===== src/rtl/ctrl_fsm.sv =====
// Multicycle MIPS-subset controller. Moore-style: every output is decoded
// from the current state plus the latched instruction fields (op/funct);
// only the branch PC write looks at the ALU zero flag combinationally.
module ctrl_fsm (
  input  logic       clk,
  input  logic       rst,
  input  logic [5:0] op,
  input  logic [5:0] funct,
  input  logic       zero,
  input  logic       oflow,
  output logic [2:0] aluop,
  output logic       pcwr,
  output logic       irwr,
  output logic       regwr,
  output logic       memwr,
  output logic       alusrc_a,
  output logic [1:0] alusrc_b,
  output logic       extop,
  output logic [1:0] regdst,
  output logic [1:0] memtoreg,
  output logic [1:0] pcsrc,
  output logic [3:0] state
);

  typedef enum logic [3:0] {
    S_FETCH  = 4'd0,
    S_DECODE = 4'd1,
    S_MADDR  = 4'd2,
    S_MREAD  = 4'd3,
    S_MWB    = 4'd4,
    S_MWRITE = 4'd5,
    S_EXE    = 4'd6,
    S_RWB    = 4'd7,
    S_BR     = 4'd8,
    S_JMP    = 4'd9
  } state_t;

  localparam logic [5:0] OP_RTYPE = 6'b000000;
  localparam logic [5:0] OP_ORI   = 6'b001101;
  localparam logic [5:0] OP_LW    = 6'b100011;
  localparam logic [5:0] OP_SW    = 6'b101011;
  localparam logic [5:0] OP_BEQ   = 6'b000100;
  localparam logic [5:0] OP_LUI   = 6'b001111;
  localparam logic [5:0] OP_ADDI  = 6'b001000;
  localparam logic [5:0] OP_J     = 6'b000010;
  localparam logic [5:0] OP_JAL   = 6'b000011;

  localparam logic [5:0] FN_ADDU  = 6'b100001;
  localparam logic [5:0] FN_SUBU  = 6'b100011;
  localparam logic [5:0] FN_SLT   = 6'b101010;
  localparam logic [5:0] FN_JR    = 6'b001000;

  localparam logic [2:0] ALU_ADD  = 3'b000;
  localparam logic [2:0] ALU_OR   = 3'b001;
  localparam logic [2:0] ALU_SLT  = 3'b010;
  localparam logic [2:0] ALU_SUB  = 3'b011;
  localparam logic [2:0] ALU_LUI  = 3'b100;

  state_t state_q;
  state_t state_d;
  logic   ovf_q;

  // R-type arithmetic instruction that goes through EXE/RWB
  function automatic logic is_r_alu(input logic [5:0] o, input logic [5:0] f);
    return (o == OP_RTYPE) && (f == FN_ADDU || f == FN_SUBU || f == FN_SLT);
  endfunction

  // Immediate arithmetic instruction that goes through EXE/RWB
  function automatic logic is_i_alu(input logic [5:0] o);
    return (o == OP_ORI) || (o == OP_LUI) || (o == OP_ADDI);
  endfunction

  // ALU operation for the EXE state
  function automatic logic [2:0] exe_aluop(input logic [5:0] o, input logic [5:0] f);
    logic [2:0] r;
    r = ALU_ADD;
    if (o == OP_RTYPE) begin
      if (f == FN_SUBU)     r = ALU_SUB;
      else if (f == FN_SLT) r = ALU_SLT;
    end else if (o == OP_ORI) begin
      r = ALU_OR;
    end else if (o == OP_LUI) begin
      r = ALU_LUI;
    end
    return r;
  endfunction

  // State register
  always_ff @(posedge clk) begin
    if (rst) state_q <= S_FETCH;
    else     state_q <= state_d;
  end

  // Overflow flag: captured leaving EXE so RWB can suppress an addi write
  always_ff @(posedge clk) begin
    if (rst)                   ovf_q <= 1'b0;
    else if (state_q == S_EXE) ovf_q <= oflow;
    else                       ovf_q <= 1'b0;
  end

  // Next-state and output decode; strobes are forced low while in reset
  always_comb begin
    state_d  = S_FETCH;
    aluop    = ALU_ADD;
    pcwr     = 1'b0;
    irwr     = 1'b0;
    regwr    = 1'b0;
    memwr    = 1'b0;
    alusrc_a = 1'b0;
    alusrc_b = 2'b00;
    extop    = 1'b0;
    regdst   = 2'b00;
    memtoreg = 2'b00;
    pcsrc    = 2'b00;
    case (state_q)
      S_FETCH: begin
        irwr     = 1'b1;
        pcwr     = 1'b1;
        alusrc_b = 2'b01;
        state_d  = S_DECODE;
      end
      S_DECODE: begin
        alusrc_b = 2'b11;
        extop    = 1'b1;
        if (op == OP_LW || op == OP_SW)
          state_d = S_MADDR;
        else if (is_r_alu(op, funct) || is_i_alu(op))
          state_d = S_EXE;
        else if (op == OP_BEQ)
          state_d = S_BR;
        else if (op == OP_J || op == OP_JAL || (op == OP_RTYPE && funct == FN_JR))
          state_d = S_JMP;
        else
          state_d = S_FETCH;
      end
      S_MADDR: begin
        alusrc_a = 1'b1;
        alusrc_b = 2'b10;
        extop    = 1'b1;
        state_d  = (op == OP_LW) ? S_MREAD : S_MWRITE;
      end
      S_MREAD: begin
        state_d = S_MWB;
      end
      S_MWB: begin
        regwr    = 1'b1;
        memtoreg = 2'b01;
        state_d  = S_FETCH;
      end
      S_MWRITE: begin
        memwr   = 1'b1;
        state_d = S_FETCH;
      end
      S_EXE: begin
        alusrc_a = 1'b1;
        alusrc_b = (op == OP_RTYPE) ? 2'b00 : 2'b10;
        extop    = (op == OP_ADDI);
        aluop    = exe_aluop(op, funct);
        state_d  = S_RWB;
      end
      S_RWB: begin
        regdst  = (op == OP_RTYPE) ? 2'b01 : 2'b00;
        regwr   = !((op == OP_ADDI) && ovf_q);
        state_d = S_FETCH;
      end
      S_BR: begin
        alusrc_a = 1'b1;
        aluop    = ALU_SUB;
        pcsrc    = 2'b01;
        pcwr     = zero;
        state_d  = S_FETCH;
      end
      S_JMP: begin
        pcwr  = 1'b1;
        pcsrc = (op == OP_RTYPE) ? 2'b11 : 2'b10;
        if (op == OP_JAL) begin
          regwr    = 1'b1;
          regdst   = 2'b10;
          memtoreg = 2'b10;
        end
        state_d = S_FETCH;
      end
      default: begin
        state_d = S_FETCH;
      end
    endcase
    if (rst) begin
      pcwr  = 1'b0;
      irwr  = 1'b0;
      regwr = 1'b0;
      memwr = 1'b0;
    end
  end

  assign state = state_q;

endmodule


===== config.mk =====
export PLATFORM = sky130hd
export DESIGN_NAME = ctrl_fsm
export DESIGN_NICKNAME = d
export VERILOG_FILES = /design/src/rtl/ctrl_fsm.sv
export SDC_FILE = /design/constraint.sdc
export NUM_CORES = 1
export LEC_CHECK = 0
export ABC_AREA = 1
export CAP_MARGIN = 20
export CORE_AREA = 10 10 51 53
export CTS_CLUSTER_SIZE = 30
export DETAILED_ROUTE_END_ITERATION = 6
export DIE_AREA = 0 0 61 63
export PLACE_DENSITY = 0.79
export REMOVE_ABC_BUFFERS = 1
export SYNTH_ARGS = -nofsm -noshare
export SYNTH_HDL_FRONTEND = slang
export SYNTH_SLANG_ARGS = --single-unit

===== constraint.sdc =====
create_clock -name clk -period 2.24 [get_ports clk]
set_input_delay 0.224 -clock clk [delete_from_list [all_inputs] [get_ports clk]]
set_output_delay 0.224 -clock clk [all_outputs]
set_load 0.005 [all_outputs]

==> out/metrics.csv <==
stage,metric,value,unit
synth,Synth Warn #,0,
synth,adder-cell area share of the yosys netlist,0,
placement,post-DP HPWL,1930,um
floorplanning,Die H,63,um
placement,IO Port Bufs,36,
timing,worst slew pin tran,303,ps
grt,vias in the first global route,835,
synth,largest family of logic cells by synthesized area,simple AND/OR/NAND/NOR gates,
timing,clk_skew,3.27,ps
synth,complex-gate fraction of the synthesized area,0.119,
pwr,worst vdd ir,274,uV
floorplanning,Die Footprint,3840,um2
timing,setup violators final,0,
placement,pre-CTS setup slack,4.28,ps
routing,drt first pass iters,4,
synth,Synth top area share,0.167,
floorplanning,die width,61,um
hold_path,hold path start,oflow,
clock_tree,Root Driver,clkbuf_4,
synth,post-synthesis mux area share,0,
layout,layout cells sized above 1,0.154,
pwr,combinational power share,0.354,
timing,relative slew slack,0.797,
setup_path,CP Class,primary input to output pin,
floorplanning,CORE AREA,1650,um2
setup_path,FF-to-FF setup slack,950,ps
setup_path,R2R Path Start,state[3]$_SDFF_PP0_,
clock_tree,TritonCTS buffer count,3,
hold_path,hold path cells,3,
layout,# diodes,0,
setup_path,r2r endpoint,state[0]$_SDFF_PP0_,
clock_tree,# hold bufs at CTS,0,
synth,simple logic cell fraction of the synthesized area,0.570,
hold_path,worst hold path type,primary input to flop,
pwr,clock share of power,0.341,
synth,Post-Syn Area,599,um2
synth,Post-Syn Instances,113,
floorplanning,num rows,15,
synth,"FF+latch count, synth",5,
pwr,Reg power frac,0.305,
clock_tree,clock latency on the worst-skew pair,240,ps
timing,minimum clock period,2170,ps
timing,Max Freq,461,MHz
routing,via count,899,
routing,WL/cell,13.5,um
placement,RD Place Congestion,0.887,
grt,global-route wire length before repair,3600,um
routing,Initial DRC Count,29,
routing,DR vias/cell,5.20,
clock_tree,H-Tree Level Count,1,
grt,initial antenna violation count,0,
pwr,NetSw,0.0000927,W
layout,Nets,173,
clock_tree,CTS tree,done,
routing,DRC,0,
setup_path,R2R cell count,7,
clock_tree,Max clock buf depth,2,
synth,syn_area_per_cell,5.30,um2
setup_path,startpoint types,primary input,
timing,fin worst setup slack,70.2,ps
clock_tree,clk slew on worst S/H paths,40,ps
timing,Final period util,0.969,
grt,largest net degree at the start of global routing,9,
pwr,internal cell power,0.000220,W
routing,Final ANT Viol Nets,0,
synth,post-synthesis sequential area ratio,0.167,
layout,Fill cells,149,
synth,post-synth top area cell,dfxtp_1,
timing,Hold Fails Final Rpt,0,
setup_path,Setup crit end kind,output pin,
pwr,Sw Share,0.297,
grt,grt ovf,0,
flow_run,max-cap violations,0,
hold_path,worst hold path endpoint,ovf_q$_SDFF_PP0_,
floorplanning,io pins,37,
timing,pins over their slew limit,0,
setup_path,crit path max fanout,3,
timing,RSZ-0062 raised after global routing,yes,
pwr,Power Density,294,nW/um2
synth,Synth area leaders,"dfxtp_1 (17%), nor2_1 (14%), nand2_1 (14%)",
clock_tree,clock sinks,5,
pwr,Total Power,0.000312,W
pwr,total leakage power,0.546,nW
floorplanning,initial core utilization,0.363,
synth,synth unique cells,18,
setup_path,Worst EP required,2020,ps
status,status,"complete, no violations",
layout,Synth-to-Final Area Change,77.0,%
setup_path,CP arrival,1950,ps
layout,Finished Core Util,0.642,
synth,post-synthesis xor/xnor area fraction,0,
routing,drt total wl,2330,um
grt,total track usage,0.114,
[power groups by stage]
stage	Clock [W]	Combinational [W]	Sequential, W
6_report	0.000107	0.000111	0.0000951
5_1_grt	0.000118	0.000120	0.0000956
4_1_cts	0.000107	0.000106	0.0000946
3_5_place_dp	0	0.000105	0.0000962
3_3_place_gp	0	0.000104	0.0000961
2_1_floorplan	0	0.0000399	0.0000961
[worst max-delay path: stages]
cell,delay [ps]
clkdlybuf4s50_1,450
nor2_2,150
nand3_1,170
nor3_4,230
nor2_1,60
a21oi_1,130
clkdlybuf4s50_1,530
[stage by stage]
stage                     hold WS, ps  std cells  area [um2]  TNS [ps]
after global routing              507        173        1060     -22.9
after floorplan                   296        112         592         0
after CTS                         516        172        1020         0
after detailed placement          701        168         996         0
final                             514        173        1060         0
after global placement            683        168         996         0
[kinds of logic (layout without fill, tap and decap cells)]
group           count (synthesis)  after routing
simple gates                   73             73
flops                           5              5
buf+inv                        22             65
compound gates                 13             13
[per-layer routing]
layer	wire (um)	up-vias	global-route usage
li1	-	445	-
met1	903	415	0.120
met2	1200	33	0.203
met3	187	6	0.0285
met4	46	0	0.0440
met5	0	-	0
[timing repair]
| item | CTS | global route |
|---|---|---|
| setup buffers | 0 | 1 |
| cloned | 0 | 0 |
| pin swaps | 0 | 3 |
| setup endpoints to repair | 1 | 5 |
| resized for setup | 1 | 9 |
[placed cells by master (no fill, tap or decap)]
master and count:
nor3_1 6, dfxtp_2 2, clkbuf_4 3, nor2_2 6
nand4_1 2, nor4_1 1, nor3_4 1, dfxtp_1 3
o21ai_0 5, o21ai_1 2, buf_4 4, clkdlybuf4s50_1 34
nand3_2 1, inv_1 20, o21bai_2 1, nor2_8 1
a21oi_1 5, dlymetal6s2s_1 2, nand2_1 21, nor2_1 21
nand2_2 3, clkbuf_1 1, inv_2 1, nand3_1 9
nor2_4 1
[cell usage after synthesis (all sizes together)]
library cell,count
a21oi,5
buf,1
dfxtp,5
inv,21
nand2,24
nand3,10
nand4,2
nor2,29
nor3,7
nor4,1
o21ai,7
o21bai,1
[flip-flops by register name, indices dropped and copies added, names as in the netlist]
register / flops
ovf_q: 1
state: 4
[worst max path at each step]
stage                                   start  endpoint  cells after the start
final                                   op[2]     regwr                      7
after CTS                               op[4]  aluop[0]                      9
after global routing                    op[2]     regwr                      7
after floorplan           state[0]$_SDFF_PP0_     regwr                      6
after detailed placement                op[2]  aluop[0]                      9
after global placement                  op[4]  aluop[0]                      9
[area by class of cell]
| class | instances | area (um2) | area share |
|---|---|---|---|
| well taps | 17 | 21.3 | 0.0200 |
| repair buffers | 40 | 395 | 0.373 |
| clock buffers | 4 | 26.3 | 0.0248 |
| flip-flops and latches | 5 | 103 | 0.0967 |
| multi-input cells | 86 | 437 | 0.412 |
| inverters | 21 | 78.8 | 0.0743 |
Note: power is estimated with default switching activity, not from simulation.
